--- config.mk ---
export PLATFORM = sky130hd
export DESIGN_NAME = ahb_frame_sequencer
export DESIGN_NICKNAME = d
export VERILOG_FILES = /design/src/rtl/ahb_frame_sequencer.sv
export SDC_FILE = /design/constraint.sdc
export NUM_CORES = 1
export LEC_CHECK = 0
export BUFFER_PORTS_ARGS = -buffer_cell sky130_fd_sc_hd__buf_2
export CORE_MARGIN = 4
export CORE_UTILIZATION = 45
export DETAILED_ROUTE_END_ITERATION = 6
export GPL_ROUTABILITY_DRIVEN = 1
export PLACE_DENSITY = 0.79
export SKIP_CTS_REPAIR_TIMING = 1
export SYNTH_ARGS = -nofsm -noshare
export SYNTH_HDL_FRONTEND = slang
export SYNTH_SLANG_ARGS = --single-unit
--- constraint.sdc ---
create_clock -name clk -period 1.7 [get_ports clk]
set_clock_uncertainty 0.2 [all_clocks]
set_input_delay 0 -clock clk [delete_from_list [all_inputs] [get_ports clk]]
set_output_delay 0 -clock clk [all_outputs]
set_load 0.02 [all_outputs]
--- src/rtl/ahb_frame_sequencer.sv ---
// Round-robin two-requester front end for the mapper serial link: latches the
// winner's AHB fields into a 100-bit frame, shifts it MSB-first, then idles.
module ahb_frame_sequencer #(
    parameter int GAP_CYCLES = 4,
    parameter int CNT_W      = 16
) (
    input  logic             clk,
    input  logic             reset_n,
    input  logic             enable,
    input  logic [1:0]       req_valid,
    output logic [1:0]       req_ready,
    input  logic             req0_hwrite,
    input  logic [1:0]       req0_htrans,
    input  logic [31:0]      req0_haddr,
    input  logic [31:0]      req0_hwdata,
    input  logic [31:0]      req0_prdata,
    input  logic             req1_hwrite,
    input  logic [1:0]       req1_htrans,
    input  logic [31:0]      req1_haddr,
    input  logic [31:0]      req1_hwdata,
    input  logic [31:0]      req1_prdata,
    output logic             data_to_mapper,
    output logic             frame_active,
    output logic [1:0]       grant,
    output logic [1:0]       done,
    output logic [CNT_W-1:0] frame_count
);
    localparam int GW = (GAP_CYCLES > 1) ? $clog2(GAP_CYCLES) : 1;
    localparam logic [GW-1:0] G_LAST = GW'((GAP_CYCLES > 0) ? GAP_CYCLES - 1 : 0);
    localparam logic [GW-1:0] G_PRE  = GW'((GAP_CYCLES > 1) ? GAP_CYCLES - 2 : 0);

    typedef enum logic [1:0] {IDLE, SHIFT, GAP} state_t;

    state_t        state;
    logic [99:0]   shreg;
    logic [6:0]    bit_cnt;
    logic [GW-1:0] gap_cnt;
    logic          last_owner;   // 1 = req1 was granted last

    logic          accept;
    logic          win1;
    logic [1:0]    win_oh;
    logic          done_next;
    logic [99:0]   frame0;
    logic [99:0]   frame1;

    assign frame0 = {req0_hwrite, 1'b1, req0_htrans, req0_haddr, req0_hwdata, req0_prdata};
    assign frame1 = {req1_hwrite, 1'b1, req1_htrans, req1_haddr, req1_hwdata, req1_prdata};

    // Shift register drains to zero after 100 shifts, so the line idles low.
    assign data_to_mapper = shreg[99];

    always_comb begin
        accept    = (state == IDLE) && enable && (req_valid != 2'b00);
        win1      = req_valid[1] && (!req_valid[0] || !last_owner);
        win_oh    = win1 ? 2'b10 : 2'b01;
        req_ready = accept ? win_oh : 2'b00;
        // Asserted in the cycle before the last cycle of the frame period.
        if (GAP_CYCLES == 0)
            done_next = (state == SHIFT) && (bit_cnt == 7'd98);
        else if (GAP_CYCLES == 1)
            done_next = (state == SHIFT) && (bit_cnt == 7'd99);
        else
            done_next = (state == GAP) && (gap_cnt == G_PRE);
    end

    always_ff @(posedge clk or negedge reset_n) begin
        if (!reset_n) begin
            state        <= IDLE;
            shreg        <= '0;
            bit_cnt      <= '0;
            gap_cnt      <= '0;
            last_owner   <= 1'b1;
            frame_active <= 1'b0;
            grant        <= 2'b00;
            done         <= 2'b00;
            frame_count  <= '0;
        end else begin
            done <= done_next ? grant : 2'b00;
            if (done_next)
                frame_count <= frame_count + CNT_W'(1);
            case (state)
                IDLE: begin
                    if (accept) begin
                        shreg        <= win1 ? frame1 : frame0;
                        grant        <= win_oh;
                        last_owner   <= win1;
                        bit_cnt      <= '0;
                        frame_active <= 1'b1;
                        state        <= SHIFT;
                    end
                end
                SHIFT: begin
                    shreg   <= {shreg[98:0], 1'b0};
                    bit_cnt <= bit_cnt + 7'd1;
                    if (bit_cnt == 7'd99) begin
                        frame_active <= 1'b0;
                        if (GAP_CYCLES == 0) begin
                            grant <= 2'b00;
                            state <= IDLE;
                        end else begin
                            gap_cnt <= '0;
                            state   <= GAP;
                        end
                    end
                end
                GAP: begin
                    gap_cnt <= gap_cnt + GW'(1);
                    if (gap_cnt == G_LAST) begin
                        grant <= 2'b00;
                        state <= IDLE;
                    end
                end
                default: state <= IDLE;
            endcase
        end
    end
endmodule

==> results.txt <==
----------------------------------------------------
[Detailed routing]
  DR DRC count ... roughly 110
  First drt pass iteration count ... 7
  Overall via count from detail_route ... 7860
  Via count normalized by instance count ... 6.21
  Wire length per cell ... approximately 24 µm
  Antenna Violating Nets Remaining ... 0
  Initial DRC Count ... 1397
  Post-detailed-routing wire length ... about 30 mm

[Global routing]
  Pin count of the biggest net entering global routing ... between 50 and 60
  Overflow left after global routing ... 0
  Via count of the first global-routing pass ... a little under 6000
  Wire length of the first global-routing pass ... approximately 28 mm
  Total Routing Usage GR ... 0.216
  Initial antenna violation count ... 11

[Setup path]
  WP data required ... 1.78 ns
  Critical Path Sink Type ... flop
  Type of the setup path with the least slack ... reg -> reg
  Maximum fanout along the worst path ... 25
  Startpoint type of the worst setup path ... flop
  Worst EP arrival ... 2.09 ns

[STA]
  Final setup fails ... around 110
  Least setup slack across all paths after layout ... -0.308 ns
  Fmax achieved ... around 0.50 GHz
  Worst hold margin ... 0.0107 ns
  Min Tclk post-route ... roughly 2 ns
  Slew at the pin with the worst max-slew slack ... between 0.4 and 0.5 ns
  Max-slew violations ... 0
  Summed negative setup slack over all endpoints ... -15.95 ns
  Max-slew headroom at the worst pin ... 0.673
  Final cycle utilization of the critical path ... 1.18
  Unrepaired setup endpoints after global routing ... true
  Fin. Hold Viols ... 0

[Logic synthesis]
  Cell with the most instances after synthesis ... nand2_1
  Synth Area in XOR/XNOR ... 0.0216
  Netlist area before placement ... between 6000 and 7000 µm²
  Per-instance average area after synthesis ... approximately 10 µm²
  Most frequent cells after synthesis ... nand2_1 (210), dfrtp_1 (132), a222oi_1 (99)
  Cell count after synthesis ... approximately 600
  Cell taking the most area after synthesis ... dfrtp_1
  Fraction of the mapped netlist area in simple logic gates ... 0.181
  Dominant combinational cell family by area after synthesis ... compound AO/OA/AOI/OAI gates
  Synth unique cells ... 38
  Post-synth top area share ... 0.543
  Count of state elements after synthesis ... 133
  Multiplexer share of the synthesized area ... 0.00350
  Count of flip-flops with a built-in enable after synthesis ... 0
  Synth Net Count ... 795
  Yosys Warn Count ... 0
  FFs w/ async S/R, synth ... 1.00
  Synthesized-area fraction occupied by adder cells ... 0.00823
  Synth Area in Compound Gates ... 0.187
  Fraction of the yosys area taken by sequential cells ... 0.547
  Top_reg_cell synth ... dfrtp_1
  Largest cells by area after synthesis ... dfrtp_1 (54%), a222oi_1 (16%), nand2_1 (13%)

[Clock network]
  H-tree Lvls ... 4
  Clk slew on worst S/H paths ... roughly 0.050 ns
  Root buf cell ... clkbuf_16
  Latest clock arrival within the worst-skew pair ... approximately 0.43 ns
  TritonCTS clock tree ... built
  Largest buffer count on any clock path ... 2
  Clk sink count ... approximately 130
  Clock buffer count from CTS ... 17

[Placed design]
  Post-placement setup slack ... -0.101 ns
  Final estimated routing congestion in global placement ... about 0.85
  Placement Cell Area ... approximately 7600 µm²
  Port bufs ... 226
  Detailed-placement wirelength estimate ... around 12 mm

[Floorplanning]
  Standard-cell row count ... 42
  Core region area ... about 13000 µm²
  Top-level port count ... ~230
  Die Outline Area ... between 15000 and 20000 µm²
  Starting density of the core ... 0.459
  Chip width ... 124 µm
  Die Y ... between 100 and 150 µm

[Power]
  Largest vdd supply drop ... around 0.88 mV
  Total power per unit cell area ... ~1300 nW/µm²
  Leakage Power ... ~5.7 nW

[Layout]
  Post-route standard cell area excluding fillers ... ~11000 µm²
  Final net count ... 1275
  Proportion of layout cells with a drive suffix above 1 ... 0.340
  Area delta synth->final ... 82.4%

[Worst hold path]
  Class of the most critical hold timing path ... in -> reg

[Run]
  Max-cap violations ... 0

[Run status]
  Status ... finished, violations left
  Violations in the final reports ... DRC, setup timing

----------------------------------------------------
-- stage by stage --
step           utilization  power [mW]  cells
2_1_floorplan            -        7.08    588
3_3_place_gp         0.577        8.27    983
3_5_place_dp         0.577        8.42    983
4_1_cts              0.625        12.4   1015
5_1_grt              0.838        14.9   1265
6_report             0.838        14.3   1265
-- cell usage in the layout, fill, tap and decap left out, types with 5 or more instances in the layout --
cell | netlist | layout
a222oi_1 | 99 | 99
buf_12 | 0 | 14
buf_2 | 27 | 223
buf_4 | 0 | 39
buf_6 | 10 | 11
bufinv_16 | 0 | 5
clkbuf_16 | 0 | 31
clkinv_2 | 0 | 6
dfrtp_1 | 132 | 131
diode_2 | 0 | 8
dlygate4sd3_1 | 0 | 202
inv_1 | 7 | 6
nand2_1 | 210 | 204
nand3_1 | 8 | 7
nand4_1 | 5 | 5
nor2_1 | 12 | 9
o21ai_0 | 12 | 7
xnor2_1 | 11 | 11
-- power by group --
group	leakage [nW]	internal [mW]	total [mW]	switching, mW
Clock	0.314	2.62	4.03	1.41
Sequential	1.74	4.25	5.00	0.752
Combinational	3.63	2.57	5.27	2.69
-- worst max-delay path, cell delays in order, from the launching register on --
cell       delay (ns)
dfstp_2          0.54
nand2_1          0.06
and3_4           0.19
buf_12           0.15
clkbuf_16        0.20
a222oi_1         0.42
nand2_1          0.11
-- final cells by class --
cell class | instances | area (µm²)
Antenna cell | 8 | 20.0
Clock buffer | 21 | 450
Clock inverter | 11 | 180
Fill cell | 669 | 2150
Inverter | 7 | 26.3
Multi-Input combinational cell | 401 | 2580
Sequential cell | 133 | 3330
Tap cell | 176 | 220
Timing Repair Buffer | 508 | 4290
-- cells by family (layout without fill, tap and decap cells) --
kind of cell | count (synthesis) | count (layout)
and+or+nand+nor | 257 | 257
AOI/OAI and AO/OA | 123 | 123
xor gates and xnor gates | 15 | 15
muxes | 2 | 2
other | 0 | 8
buffers and inverters | 54 | 547
adders and majority gates | 4 | 4
DFF | 133 | 133
-- worst paths after layout --
kind	slack, ns	end	start	cells past startpoint
min in group asynchronous	0.46	shreg[43]$_DFFE_PN0P_	reset_n	3
max in group asynchronous	0.24	shreg[24]$_DFFE_PN0P_	reset_n	4
max	-0.31	shreg[93]$_DFFE_PN0P_	last_owner$_DFFE_PN1P_	6
min	0.01	grant[0]$_DFFE_PN0P_	enable	5
min reg2reg	0.26	frame_count[15]$_DFFE_PN0P_	frame_count[15]$_DFFE_PN0P_	1
max reg2reg	-0.31	shreg[93]$_DFFE_PN0P_	last_owner$_DFFE_PN1P_	6
-- routing by layer --
layer	track usage	share of wire	routed length, µm
met5	0	0.0014	43
met4	0.0941	0.085	2570
met3	0.0596	0.10	3080
met2	0.351	0.49	14700
met1	0.272	0.32	9730
-- flip-flops by register name, indices dropped and copies added, names as in the netlist --
signal and cells:
bit_cnt 7, shreg 100, frame_count 16, grant 2, last_owner 1, frame_active 1
gap_cnt 2, done 2, state 2
Note: power is estimated with default switching activity, not from simulation.
